[src/rtl/bakraid_snd_host.sv]
// bakraid_snd_host
//    Host-side (68k) interface to the Bakraid sound CPU. The 68k writes two
//    command bytes and then fires a trigger. The trigger raises the CS/NMI
//    strobes for PULSE_W cycles. The block then reports BUSY until the sound
//    side has raised WAIT and dropped it again. Writes that would disturb an
//    active transfer (offsets 0, 1, 5) are held off by withholding DTACK.
//
//    Register map (M68_ADDR):
//       0 W SOUNDLATCH       1 W SOUNDLATCH2
//       2 R SOUNDLATCH3      3 R SOUNDLATCH4
//       4 R status {5'b0, TOUT, IRQP, BUSY}
//       5 W trigger          6 W IRQ acknowledge
//       other offsets read 8'hFF, and writes to them are ignored
//
//    Parameters:
//       PULSE_W  CS/NMI pulse width in CLK96 cycles (2..255)
//       TIMEOUT  acknowledge watchdog limit in CLK96 cycles
//
//    Ports:
//       CLK96, RESET96_N                clock, async active-low reset
//       M68_CS/RW/ADDR/DIN              68k register access (CS is a level)
//       M68_DOUT, M68_DTACK_N           registered read data, acknowledge
//       M68_IRQ_N                       sound-to-host interrupt (registered)
//       SOUNDLATCH, SOUNDLATCH2         command bytes to the sound CPU
//       CS, NMI                         command strobes to the sound side
//       WAIT, SNDIRQ                    sound busy level, 1-cycle IRQ pulse
//       SOUNDLATCH3, SOUNDLATCH4        reply bytes from the sound CPU
//
//    Optional feature: define BAKRAID_SND_TIMEOUT_EN to add the watchdog.
//    The watchdog forces the FSM back to IDLE after TIMEOUT busy cycles and
//    sets TOUT. Without the macro, ACKWAIT waits indefinitely and TOUT
//    reads 0.
module bakraid_snd_host #(
   parameter int PULSE_W = 8,
   parameter int TIMEOUT = 960000
) (
   input  logic       CLK96,
   input  logic       RESET96_N,
   input  logic       M68_CS,
   input  logic       M68_RW,
   input  logic [2:0] M68_ADDR,
   input  logic [7:0] M68_DIN,
   output logic [7:0] M68_DOUT,
   output logic       M68_DTACK_N,
   output logic       M68_IRQ_N,
   output logic [7:0] SOUNDLATCH,
   output logic [7:0] SOUNDLATCH2,
   output logic       CS,
   output logic       NMI,
   input  logic       WAIT,
   input  logic       SNDIRQ,
   input  logic [7:0] SOUNDLATCH3,
   input  logic [7:0] SOUNDLATCH4
);

   typedef enum logic [1:0] {
      ST_IDLE    = 2'd0,
      ST_PULSE   = 2'd1,
      ST_ACKWAIT = 2'd2
   } state_t;

   localparam logic [7:0] PULSE_LAST = 8'(PULSE_W - 1);

   state_t     state_r;
   logic [7:0] pulse_cnt_r;
   logic       seen_r;
   logic       irqp_r;
   logic       done_r;       // current CS assertion has already been served

   logic       busy_s;
   logic       stall_addr_s;
   logic       stall_s;
   logic       accept_s;
   logic       wr_s;
   logic       rd_s;
   logic       trig_s;
   logic       ack_s;
   logic       irqp_next_s;
   logic       tout_s;
   logic [7:0] status_s;
   logic [7:0] rd_data_s;

`ifdef BAKRAID_SND_TIMEOUT_EN
   localparam logic [31:0] TOUT_LAST = 32'(TIMEOUT - 1);
   logic        tout_r;
   logic [31:0] tout_cnt_r;
   assign tout_s = tout_r;
`else
   assign tout_s = 1'b0;
`endif

   // Access decode: decide if this cycle serves the pending 68k access
   always_comb begin
      busy_s       = (state_r != ST_IDLE);
      stall_addr_s = 1'b0;
      case (M68_ADDR)
         3'd0, 3'd1, 3'd5: stall_addr_s = 1'b1;
         default:          stall_addr_s = 1'b0;
      endcase
      stall_s  = !M68_RW && stall_addr_s && busy_s;
      accept_s = M68_CS && !done_r && !stall_s;
      wr_s     = accept_s && !M68_RW;
      rd_s     = accept_s && M68_RW;
      // Stalled addresses include 5, so a committed trigger always lands in IDLE
      trig_s   = wr_s && (M68_ADDR == 3'd5);
      ack_s    = wr_s && (M68_ADDR == 3'd6);
      // A new SNDIRQ pulse wins over a simultaneous acknowledge
      if (SNDIRQ) begin
         irqp_next_s = 1'b1;
      end else if (ack_s) begin
         irqp_next_s = 1'b0;
      end else begin
         irqp_next_s = irqp_r;
      end
      status_s = {5'b00000, tout_s, irqp_r, busy_s};
      case (M68_ADDR)
         3'd2:    rd_data_s = SOUNDLATCH3;
         3'd3:    rd_data_s = SOUNDLATCH4;
         3'd4:    rd_data_s = status_s;
         default: rd_data_s = 8'hFF;
      endcase
   end

   // Bus side: acknowledge handshake, read data, command latches, IRQ flag
   always_ff @(posedge CLK96 or negedge RESET96_N) begin
      if (!RESET96_N) begin
         M68_DOUT    <= 8'hFF;
         M68_DTACK_N <= 1'b1;
         M68_IRQ_N   <= 1'b1;
         done_r      <= 1'b0;
         irqp_r      <= 1'b0;
         SOUNDLATCH  <= 8'h00;
         SOUNDLATCH2 <= 8'h00;
      end else begin
         if (!M68_CS) begin
            done_r      <= 1'b0;
            M68_DTACK_N <= 1'b1;
         end else if (accept_s) begin
            done_r      <= 1'b1;
            M68_DTACK_N <= 1'b0;
         end else begin
            done_r      <= done_r;
            M68_DTACK_N <= M68_DTACK_N;
         end
         if (rd_s) begin
            M68_DOUT <= rd_data_s;
         end else begin
            M68_DOUT <= M68_DOUT;
         end
         if (wr_s && (M68_ADDR == 3'd0)) begin
            SOUNDLATCH <= M68_DIN;
         end else begin
            SOUNDLATCH <= SOUNDLATCH;
         end
         if (wr_s && (M68_ADDR == 3'd1)) begin
            SOUNDLATCH2 <= M68_DIN;
         end else begin
            SOUNDLATCH2 <= SOUNDLATCH2;
         end
         irqp_r    <= irqp_next_s;
         M68_IRQ_N <= !irqp_next_s;
      end
   end

   // Transfer FSM: IDLE -> PULSE (CS/NMI strobes) -> ACKWAIT -> IDLE
   always_ff @(posedge CLK96 or negedge RESET96_N) begin
      if (!RESET96_N) begin
         state_r     <= ST_IDLE;
         pulse_cnt_r <= 8'd0;
         seen_r      <= 1'b0;
         CS          <= 1'b0;
         NMI         <= 1'b0;
`ifdef BAKRAID_SND_TIMEOUT_EN
         tout_r      <= 1'b0;
         tout_cnt_r  <= 32'd0;
`endif
      end else begin
         if (busy_s && WAIT) begin
            seen_r <= 1'b1;
         end else begin
            seen_r <= seen_r;
         end
`ifdef BAKRAID_SND_TIMEOUT_EN
         if (busy_s) begin
            tout_cnt_r <= tout_cnt_r + 32'd1;
         end else begin
            tout_cnt_r <= 32'd0;
         end
`endif
         case (state_r)
            ST_IDLE: begin
               if (trig_s) begin
                  state_r     <= ST_PULSE;
                  pulse_cnt_r <= 8'd0;
                  seen_r      <= 1'b0;
                  CS          <= 1'b1;
                  NMI         <= 1'b1;
`ifdef BAKRAID_SND_TIMEOUT_EN
                  tout_r      <= 1'b0;
                  tout_cnt_r  <= 32'd0;
`endif
               end else begin
                  state_r <= ST_IDLE;
               end
            end
            ST_PULSE: begin
               // Strobes stay high for exactly the PULSE state's residency
               if (pulse_cnt_r == PULSE_LAST) begin
                  state_r     <= ST_ACKWAIT;
                  pulse_cnt_r <= 8'd0;
                  CS          <= 1'b0;
                  NMI         <= 1'b0;
               end else begin
                  pulse_cnt_r <= pulse_cnt_r + 8'd1;
               end
            end
            ST_ACKWAIT: begin
               // Done once the sound side has shown busy and released it
               if (seen_r && !WAIT) begin
                  state_r <= ST_IDLE;
               end else begin
                  state_r <= ST_ACKWAIT;
               end
            end
            default: begin
               state_r     <= ST_IDLE;
               pulse_cnt_r <= 8'd0;
               CS          <= 1'b0;
               NMI         <= 1'b0;
            end
         endcase
`ifdef BAKRAID_SND_TIMEOUT_EN
         // Watchdog overrides the normal flow: tout_cnt_r == k-1 on the k-th busy edge
         if (busy_s && (tout_cnt_r == TOUT_LAST)) begin
            state_r     <= ST_IDLE;
            pulse_cnt_r <= 8'd0;
            CS          <= 1'b0;
            NMI         <= 1'b0;
            tout_r      <= 1'b1;
         end
`endif
      end
   end

endmodule

[config.mk]
export PLATFORM = sky130hd
export DESIGN_NAME = bakraid_snd_host
export DESIGN_NICKNAME = d
export VERILOG_FILES = /design/src/rtl/bakraid_snd_host.sv
export SDC_FILE = /design/constraint.sdc
export NUM_CORES = 1
export LEC_CHECK = 0
export BUFFER_PORTS_ARGS = -buffer_cell sky130_fd_sc_hd__buf_2
export CORE_AREA = 2 2 63 65
export DETAILED_ROUTE_END_ITERATION = 12
export DIE_AREA = 0 0 65 67
export GPL_TIMING_DRIVEN = 0
export PLACE_DENSITY_LB_ADDON = 0.25
export SLEW_MARGIN = 20
export SYNTH_ARGS = -nofsm -noshare
export SYNTH_HDL_FRONTEND = slang
export SYNTH_SLANG_ARGS = --single-unit
[constraint.sdc]
create_clock -name CLK96 -period 3.9 [get_ports CLK96]
set_input_delay 0.39 -clock CLK96 [delete_from_list [all_inputs] [get_ports CLK96]]
set_output_delay 0.39 -clock CLK96 [all_outputs]
set_load 0.02 [all_outputs]
==> flow_metrics.tcl, run 1 <==
set metrics [dict create \
    status "completed" \
    port_buffers 60 \
    synth-seq-area-share_pct 53.1 \
    powerDensity_mw_per_mm2 557 \
    drt-initial-drc-count 77 \
    postSynth.asyncResetShare_pct 100 \
    finalClockSkew_ns 0.00250 \
    cts_tree "built" \
    cap_viol_max_count 0 \
    finalCritPeriodShare_pct 51.9 \
    core-area_mm2 0.00361 \
    slew_violations 0 \
    synth-simple-area-share_pct 12.3 \
    fmax_mhz 494 \
    grtUsageTotal_pct 20.7 \
    leakage_nw 1.19 \
    wl_per_cell_um 14.4 \
    synth_edf_count 0 \
    finalWirelength_um 3970 \
    seq_area_mm2 0.00101 \
    clockBufferDepth 2 \
    n_antenna_cell 0 \
    synthFlopType "dfrtp_1" \
    worstPathArrival_ns 2.21 \
    globalRoute.totalOverflow 0 \
    dieWidth_um 65 \
    worst_slew_pin_slew_ns 0.853 \
    critPathMaxFanout 8 \
    yosysTopAreaCellShare_pct 39.3 \
    antenna_found_initial 0 \
    dieArea_mm2 0.00436 \
    cts_max_level 2 \
    synth_compound_area_share_pct 15.9 \
    netlist_top_cells_count "30 x dfrtp_1, 16 x mux2_2, 11 x inv_1, 10 x dfstp_2" \
    cts.clk_slew.worst_paths_ns 0.08 \
    multi_input_area_um2 822 \
    fp.dieH_um 67 \
    drive_above_1_share_pct 44.9 \
    fillers 285 \
    worst_ir_drop_vdd_mv 0.429 \
    yosysUniqueCellTypes 46 \
    muxShareOfSynthArea_pct 14.2 \
    synth_area_leaders "dfrtp_1 39%, dfstp_2 14%, mux2_2 9.4%" \
    rsz0062_at_grt "no" \
    synth-seq-cells 40 \
    setup_viol 0 \
    numCtsBuffers 5 \
    drtPass1Iterations 4 \
    final_cell_area_mm2 0.00238 \
    critPathKind "register to register" \
    endpoint_kind "register" \
    required_ns 4.09 \
    finalHoldViolations 0 \
    cts.sinks 40 \
    grt_max_degree 41 \
    vias 1472 \
    synthCells 159 \
    synth_top_family_by_area "compound AO/OA/AOI/OAI gates" \
    hpwl_um 2890 \
    cts_setup_buffers 0 \
    synth.most_common_cell "dfrtp_1" \
    ant_nets 0 \
    synth_top_area_cell "dfrtp_1" \
    max_stage_delay_ns 0.51 \
    insertion_delay_ns 0.30 \
    period_minus_slack_ns 2.02 \
    cts.repair.resized 0 \
    dpl_cell_area_mm2 0.00227 \
    viasPerCell 5.35 \
    area_growth_pct 24.9 \
    cts_root_buf "clkbuf_8" \
    slew-limit-headroom_pct 43.1 \
    synth_area_per_cell_um2 12.0 \
    initial_core_util_pct 52.9 \
    crit_path_start "state_r[0]" \
    fin_nets 260 \
    syn_nets 193 \
    cts_hold_buf 0 \
    tns_ns 0 \
    timing.rr.start "state_r[0]" \
    path_cells "or4_1 > buf_2 > nor3b_4 > mux2_2" \
    synth_fa_ha_area_share_pct 0.655 \
    drc 0 \
    ys_warn_count 0 \
    rows 22 \
    synth-xor-area-share_pct 0 \
    grt_first_pass_wirelength_um 6700 \
    place_congestion 0.782 \
    cp_slowest_cell "or4_1" \
    ios 61 \
    hp-class "input port to async pin" \
    syn_area_mm2 0.00191 \
    cp-start-kind "register" \
    grt_pass1_vias 1470 \
]
-- sequential cells by signal (all words and copies together), names as in the netlist --
register,flops
irqp_r,1
state_r,2
pulse_cnt_r,8
M68_DTACK_N,1
M68_DOUT,8
SOUNDLATCH,8
seen_r,1
SOUNDLATCH2,8
NMI,1
done_r,1
M68_IRQ_N,1
-- worst paths after layout --
check	end	slack, ns	cells after the start
hold reg to reg	M68_IRQ_N	0.44	1
max in group asynchronous	pulse_cnt_r[5]	3.17	1
setup reg to reg	SOUNDLATCH[1]	1.88	4
min in group CLK96	M68_IRQ_N	0.22	2
setup / recovery	SOUNDLATCH[1]	1.88	4
hold / removal	SOUNDLATCH2[0]	0.20	1
-- area by class of cell --
cell class              count  area share (%)
plain buffers               7            1.36
flip-flops and latches     40            42.5
multi-input cells         101            34.5
inverters                  11            1.73
repair buffers             60            12.6
clock buffers               5            2.89
well taps                  48            2.52
clock inverters             3            1.94
-- stage by stage --
stage | setup slack [ns] | power (mW) | utilization (%) | hold slack, ns | instances
after global routing | 1.78 | 1.40 | 66.1 | 0.204 | 275
after CTS | 1.86 | 1.34 | 66.1 | 0.210 | 275
after floorplan | 2.04 | 0.848 | - | 0.0944 | 159
after detailed placement | 1.73 | 0.994 | 62.9 | 0.433 | 267
final | 1.88 | 1.33 | 66.1 | 0.205 | 275
after global placement | 1.77 | 0.979 | 62.9 | 0.417 | 267
-- routing by layer --
layer  GRT usage [%]  routed length [um]
met5               0                   0
met2            36.5                1930
met3            6.42                 223
met4            7.98                  63
met1            23.4                1750
-- kinds of logic after synthesis --
logic type / Yosys count
simple gates: 34
mux: 25
flops: 40
compound gates: 41
buf+inv: 18
fa+ha+maj: 1
-- worst max-delay path: cells and delay by family (launching register included) --
kind	cells	cell delay, ns
buffers and inverters	1	0.17
flip-flops	1	0.43
multiplexers	1	0.39
AND/OR/NAND/NOR	2	0.92
-- cell usage in the layout, fill, tap and decap left out, types with 3 or more instances in the layout --
cell      instances
buf_2            62
nor2_1            3
clkbuf_8          5
inv_1            11
clkbuf_1          3
a21o_1            9
mux2_2           16
nand4_1           4
nor2b_1           4
o211ai_1          5
mux2i_1           9
a211oi_1          6
dfrtp_1          30
dfstp_2          10
nand3_1           6
o21ai_0           5
-- power by group --
group / internal, mW / switching (mW) / total (mW)
clock: 0.193 / 0.155 / 0.348
sequential: 0.521 / 0.0581 / 0.579
combinational: 0.165 / 0.237 / 0.402
total: 0.878 / 0.451 / 1.33
Power figures use the tool's default switching activity.
==> inputs of run 2 (changes only) <==
- ABC_AREA: unset -> 1
- CORE_AREA: 2 2 63 65 -> 2 2 69 71
- DIE_AREA: 0 0 65 67 -> 0 0 71 73
- clock period: 3.9 -> 1.7 ns (I/O delays scaled with it)
==> run 2 against run 1 <==
Effect of this change: the run now ends with negative hold slack left; sequential power rose by 150%; critical path depth is 3 higher; utilization down 12 points; die area up 19%; sequential share of layout area is 1.3 points lower; flip-flop and latch count unchanged; global-route usage fell by 2.6 points; combinational power rose to 2.8 times the previous value; non-clock buffer count shrank 1; register-to-register slack got worse by 1.6 ns; total power up 140%; critical path type unchanged; critical endpoint is now SOUNDLATCH2[6].
==> flow_metrics.tcl, run 2 <==
set metrics [dict create \
    cp_slowest_cell "dfrtp_1" \
    area_growth_pct 23.1 \
    crit_path_start "state_r[1]" \
    synth.most_common_cell "nand2_1" \
    finalCritPeriodShare_pct 81.4 \
    p_int_mw 2.01 \
    tns_ns 0 \
    critPathMaxFanout 10 \
    synthCells 244 \
    antenna_found_initial 0 \
    p_sw_share_pct 37.9 \
    grt_max_degree 41 \
    endpoint_kind "register" \
    cts.clk_slew.worst_paths_ns 0.08 \
    crit_buf_inv 2 \
    rsz0062_at_grt "no" \
    path_cells "inv_1 > nand2_1 > nand3_4 > nand4_2 > buf_6 > nand2_2 > o21ai_2" \
    worstPathArrival_ns 1.57 \
    synth-seq-cells 40 \
    synth_area_per_cell_um2 8.19 \
    ys_warn_count 0 \
    fillers 447 \
    synth_top_area_cell "dfrtp_1" \
    postSynth.asyncResetShare_pct 100 \
    cap_viol_max_count 0 \
    finalPower_mw 3.23 \
    place_congestion 0.826 \
    cp-start-kind "register" \
    syn_nets 278 \
    worst_ir_drop_vdd_mv 0.680 \
    hp-class "input port to async pin" \
    holdWs_ns -0.0170 \
    initial_core_util_pct 44.1 \
    worst_slew_pin_slew_ns 0.880 \
    comb_power_share_pct 34.9 \
    synth_area_leaders "dfrtp_1 38%, nand2_1 15%, dfstp_2 13%" \
    synth_edf_count 0 \
    grt_first_pass_wirelength_um 7320 \
    clockBufferDepth 2 \
    finalHoldViolations 11 \
    finalClockSkew_ns 0.00533 \
    required_ns 1.88 \
    mostFrequentLayoutCells "81 x nand2_1, 61 x buf_2, 30 x dfrtp_1, 30 x inv_1, 26 x nand3_1" \
    rows 25 \
    cts_root_buf "clkbuf_8" \
    period_minus_slack_ns 1.38 \
    status "finished, violations left" \
    synth-seq-area-share_pct 50.7 \
    setup_viol 0 \
    wl_per_cell_um 11.4 \
    clock_power_share_pct 20.6 \
    fp.dieH_um 73 \
    ios 61 \
    vias 1753 \
    insertion_delay_ns 0.29 \
    slew_violations 0 \
    seq_area_mm2 0.00101 \
    timing.rr.start "state_r[1]" \
    grtUsageTotal_pct 18.1 \
    port_buffers 60 \
    max_stage_delay_ns 0.36 \
    multi_input_area_um2 827 \
    grt_pass1_vias 1727 \
    dieArea_mm2 0.00518 \
    powerDensity_mw_per_mm2 1310 \
    fin_nets 345 \
    hpwl_um 3030 \
    fmax_mhz 723 \
    final_common_cell "nand2_1" \
    cts.repair.resized 0 \
    finalWirelength_um 4180 \
    critical_path.top_delay_family "simple AND/OR/NAND/NOR gates" \
    slew-limit-headroom_pct 41.3 \
    netlist_top_cells_count "81 x nand2_1, 30 x dfrtp_1, 30 x inv_1, 26 x nand3_1, 15 x nor2_1" \
    leakage_nw 1.36 \
    ant_nets 0 \
    seq_power_share_pct 44.5 \
    drc 0 \
    dieWidth_um 71 \
    drive_above_1_share_pct 33.3 \
    numCtsBuffers 5 \
    cts_hold_buf 0 \
    drtPass1Iterations 4 \
    syn_area_mm2 0.00200 \
    critPathKind "register to register" \
    cts.sinks 40 \
    cts_tree "built" \
    drt-initial-drc-count 73 \
    synthFlopType "dfrtp_1" \
    n_antenna_cell 0 \
    yosysTopAreaCellShare_pct 37.5 \
    cts_setup_buffers 0 \
    yosysUniqueCellTypes 25 \
    core-area_mm2 0.00454 \
    viasPerCell 4.79 \
    violations "negative hold slack" \
    switchingPower_mw 1.22 \
    globalRoute.totalOverflow 0 \
    cts_max_level 2 \
]
run 2: cell count changes in the layout (fill, tap and decap cells not counted), moves of 9 or more:
cell	before	now
a21o_1	9	0
inv_1	11	30
nand3_1	6	26
mux2i_1	9	0
nor2_1	3	15
o21ai_2	0	12
mux2_2	16	0
nand2_1	1	81
run 2: worst paths after layout:
path | to | slack, ns | depth (start not counted)
setup / recovery | SOUNDLATCH2[6] | 0.32 | 7
hold / removal | SOUNDLATCH2[3] | -0.02 | 1
setup reg to reg | SOUNDLATCH2[6] | 0.32 | 7
hold reg to reg | M68_DOUT[2] | 0.46 | 2
max in group asynchronous | SOUNDLATCH[1] | 1.15 | 1
min in group CLK96 | irqp_r | 0.09 | 3
run 2: cell families after synthesis:
family,after synthesis,share of synthesized area (%)
AO/OA/AOI/OAI,25,8.76
flip-flops,40,50.7
buffers and inverters,36,7.95
AND/OR/NAND/NOR,141,31.5
adder cells (fa/ha/maj),1,0.626
XOR/XNOR,1,0.438
run 2: final cells by class:
class / count / area share [%]
buffer: 6 / 1.88
multi-input combinational: 168 / 33.6
timing repair buffer: 60 / 12.2
sequential: 40 / 41.2
clock buffer: 7 / 3.51
clock inverter: 1 / 0.305
inverter: 30 / 4.58
tap: 54 / 2.75
run 2: power groups by stage:
stage	registers, mW	clock network, mW	logic, mW
5_1_grt	1.48	0.716	1.27
2_1_floorplan	1.70	0	0.512
6_report	1.44	0.665	1.13
3_3_place_gp	1.44	0	1.12
3_5_place_dp	1.45	0	1.15
4_1_cts	1.44	0.695	1.15
run 2: metrics by stage:
| step | cells | util (%) | instance area, um^2 | hold WS (ns) | worst slack, ns |
|---|---|---|---|---|---|
| finish | 366 | 54.3 | 2460 | -0.0170 | 0.317 |
| floorplan | 244 | - | 2000 | -0.126 | 0.480 |
| CTS | 366 | 54.3 | 2460 | 0.0238 | 0.296 |
| detailed placement | 358 | 52.2 | 2370 | 0.348 | 0.306 |
| global placement | 358 | 52.2 | 2370 | 0.350 | 0.331 |
| global route | 366 | 54.3 | 2460 | 0.0483 | 0.171 |
run 2: layer usage:
layer | up-vias | GRT usage [%] | part of all wire, %
met5 | - | 0 | 0
met4 | 0 | 7.55 | 1.5
met3 | 6 | 5.94 | 6.0
met2 | 55 | 29.3 | 45
met1 | 780 | 22.4 | 48
li1 | 912 | - | -
==> inputs of run 3 (changes only) <==
- clock period: 1.7 -> 1.1 ns (I/O delays scaled with it)
==> run 3 against run 2 <==
Effect of this change: the flow finishes with violations (negative hold slack, negative setup slack); critical path type unchanged; clock skew increased by 0.0022 ns; sequential share of layout area decreased by 6.9 points; combinational power increased by 130%; clock power increased by 88%; total power increased by 88%; register-to-register slack got worse by 0.49 ns; worst hold slack got worse by 0.048 ns; final area increased by 20%; die area unchanged; utilization increased by 11 points.
==> flow_metrics.tcl, run 3 (synthesis gave the netlist of run 2 again) <==
set metrics [dict create \
    status "finished, violations left" \
    violations "negative hold slack, negative setup slack" \
    max_stage_delay_ns 0.40 \
    powerDensity_mw_per_mm2 2050 \
    hpwl_um 3130 \
    leakage_nw 1.52 \
    vias 1895 \
    ios 61 \
    insertion_delay_ns 0.30 \
    critPathKind "register to register" \
    wl_per_cell_um 12.7 \
    drtPass1Iterations 4 \
    setup_viol 27 \
    fin_nets 368 \
    finalClockSkew_ns 0.00750 \
    port_buffers 60 \
    critical_path.top_delay_family "simple AND/OR/NAND/NOR gates" \
    n_antenna_cell 0 \
    ant_nets 0 \
    finalPower_mw 6.09 \
    core-area_mm2 0.00454 \
    pre_cts_ws_ns -0.171 \
    cp_slowest_cell "dfrtp_1" \
    fin_ws_ns -0.177 \
    period_minus_slack_ns 1.28 \
    cts_max_level 2 \
    fp.dieH_um 73 \
    hp-class "input port to async pin" \
    cap_viol_max_count 0 \
    crit_buf_inv 2 \
    cts.clk_slew.worst_paths_ns 0.09 \
    grt_first_pass_wirelength_um 8000 \
    antenna_found_initial 0 \
    critPathMaxFanout 5 \
    required_ns 1.29 \
    final_cell_area_mm2 0.00297 \
    cts.sinks 40 \
    worstPathArrival_ns 1.47 \
    holdWs_ns -0.0651 \
    rows 25 \
    slew_violations 0 \
    fmax_mhz 783 \
    dieArea_mm2 0.00518 \
    area_growth_pct 48.3 \
    worst_slew_pin_slew_ns 0.892 \
    drc 0 \
    endpoint_kind "register" \
    finalCritPeriodShare_pct 116 \
    initial_core_util_pct 44.1 \
    final_common_cell "nand2_1" \
    dieWidth_um 71 \
    worst_ir_drop_vdd_mv 1.44 \
    viasPerCell 4.87 \
    finalWirelength_um 4920 \
    place_congestion 0.761 \
    fillers 379 \
    rsz0062_at_grt "yes" \
    globalRoute.totalOverflow 0 \
    clockBufferDepth 2 \
    cts_tree "built" \
    grt_pass1_vias 1814 \
    slew-limit-headroom_pct 40.5 \
    cp-start-kind "register" \
    cts_root_buf "clkbuf_8" \
    finalHoldViolations 30 \
    grt_max_degree 41 \
    numCtsBuffers 5 \
    drive_above_1_share_pct 49.3 \
    drt-initial-drc-count 98 \
    dpl_cell_area_mm2 0.00244 \
    path_cells "inv_2 > nand2_4 > nand3_4 > nand4_1 > buf_6 > nand3_2 > nand2_1" \
    grtUsageTotal_pct 19.9 \
    mostFrequentLayoutCells "72 x nand2_1, 49 x buf_2, 27 x dfrtp_1" \
]
[run 3: cell types whose count changed in the layout (fill, tap and decap cells not counted), sizes merged]
cell	change
buf	+23
dlygate4sd3	+1
clkbuf	-3
inv	+1
bufinv	+1
[run 3: metrics by stage]
stage | util (%) | hold slack (ns) | cells | setup TNS (ns)
floorplan | - | -0.186 | 244 | -0.197
global placement | 53.7 | 0.285 | 358 | -4.14
detailed placement | 53.7 | 0.288 | 358 | -4.71
CTS | 61.2 | -0.0423 | 379 | -4.15
global route | 65.4 | 0.00595 | 389 | -5.57
finish | 65.4 | -0.0651 | 389 | -4.08
[run 3: power by group]
| part | switching [mW] | leakage (nW) | internal [mW] | total (mW) |
|---|---|---|---|---|
| Combinational | 1.40 | 0.975 | 1.17 | 2.57 |
| Sequential | 0.299 | 0.487 | 1.97 | 2.27 |
| Clock | 0.562 | 0.0548 | 0.683 | 1.25 |
[run 3: repair_timing]
action / 4_1_cts / 5_1_grt
buffers inserted: 11 / 11
resized for setup: 31 / 30
endpoints found under the hold margin: 30 / 1
setup endpoints to repair: 45 / 44
gates cloned: 2 / 0
pin swaps: 7 / 10
[run 3: path summary, 6_finish.rpt]
check                             from  cells past startpoint  slack [ns]        endpoint
max                         state_r[0]                      7       -0.18  pulse_cnt_r[1]
min                          RESET96_N                      1       -0.07          seen_r
max reg2reg                 state_r[0]                      7       -0.18  pulse_cnt_r[1]
min reg2reg                M68_DOUT[4]                      2        0.47     M68_DOUT[4]
max in group asynchronous    RESET96_N                      1        0.56  pulse_cnt_r[5]
min in group CLK96          M68_DIN[3]                      3        0.06  SOUNDLATCH2[3]
[run 3: final cells by class]
type	count	area, um^2	area share [%]
flip-flops and latches	40	1020	34.3
multi-input cells	168	997	33.6
repair buffers	85	597	20.1
inverters	30	118	3.97
clock buffers	5	68.8	2.32
well taps	54	67.6	2.28
plain buffers	4	53.8	1.81
clock inverters	3	46.3	1.56
[run 3: per-layer routing]
metal | wire length (um) | track usage, %
met5 | 0 | 0
met4 | 68 | 7.97
met3 | 267 | 5.52
met2 | 2410 | 33.6
met1 | 2180 | 24.3
[run 3: worst register-to-register path, delay by kind of cell (launching register included)]
kind / cells / cell delay [ns]
flops: 1 / 0.40
simple gates: 5 / 0.46
buf+inv: 2 / 0.31
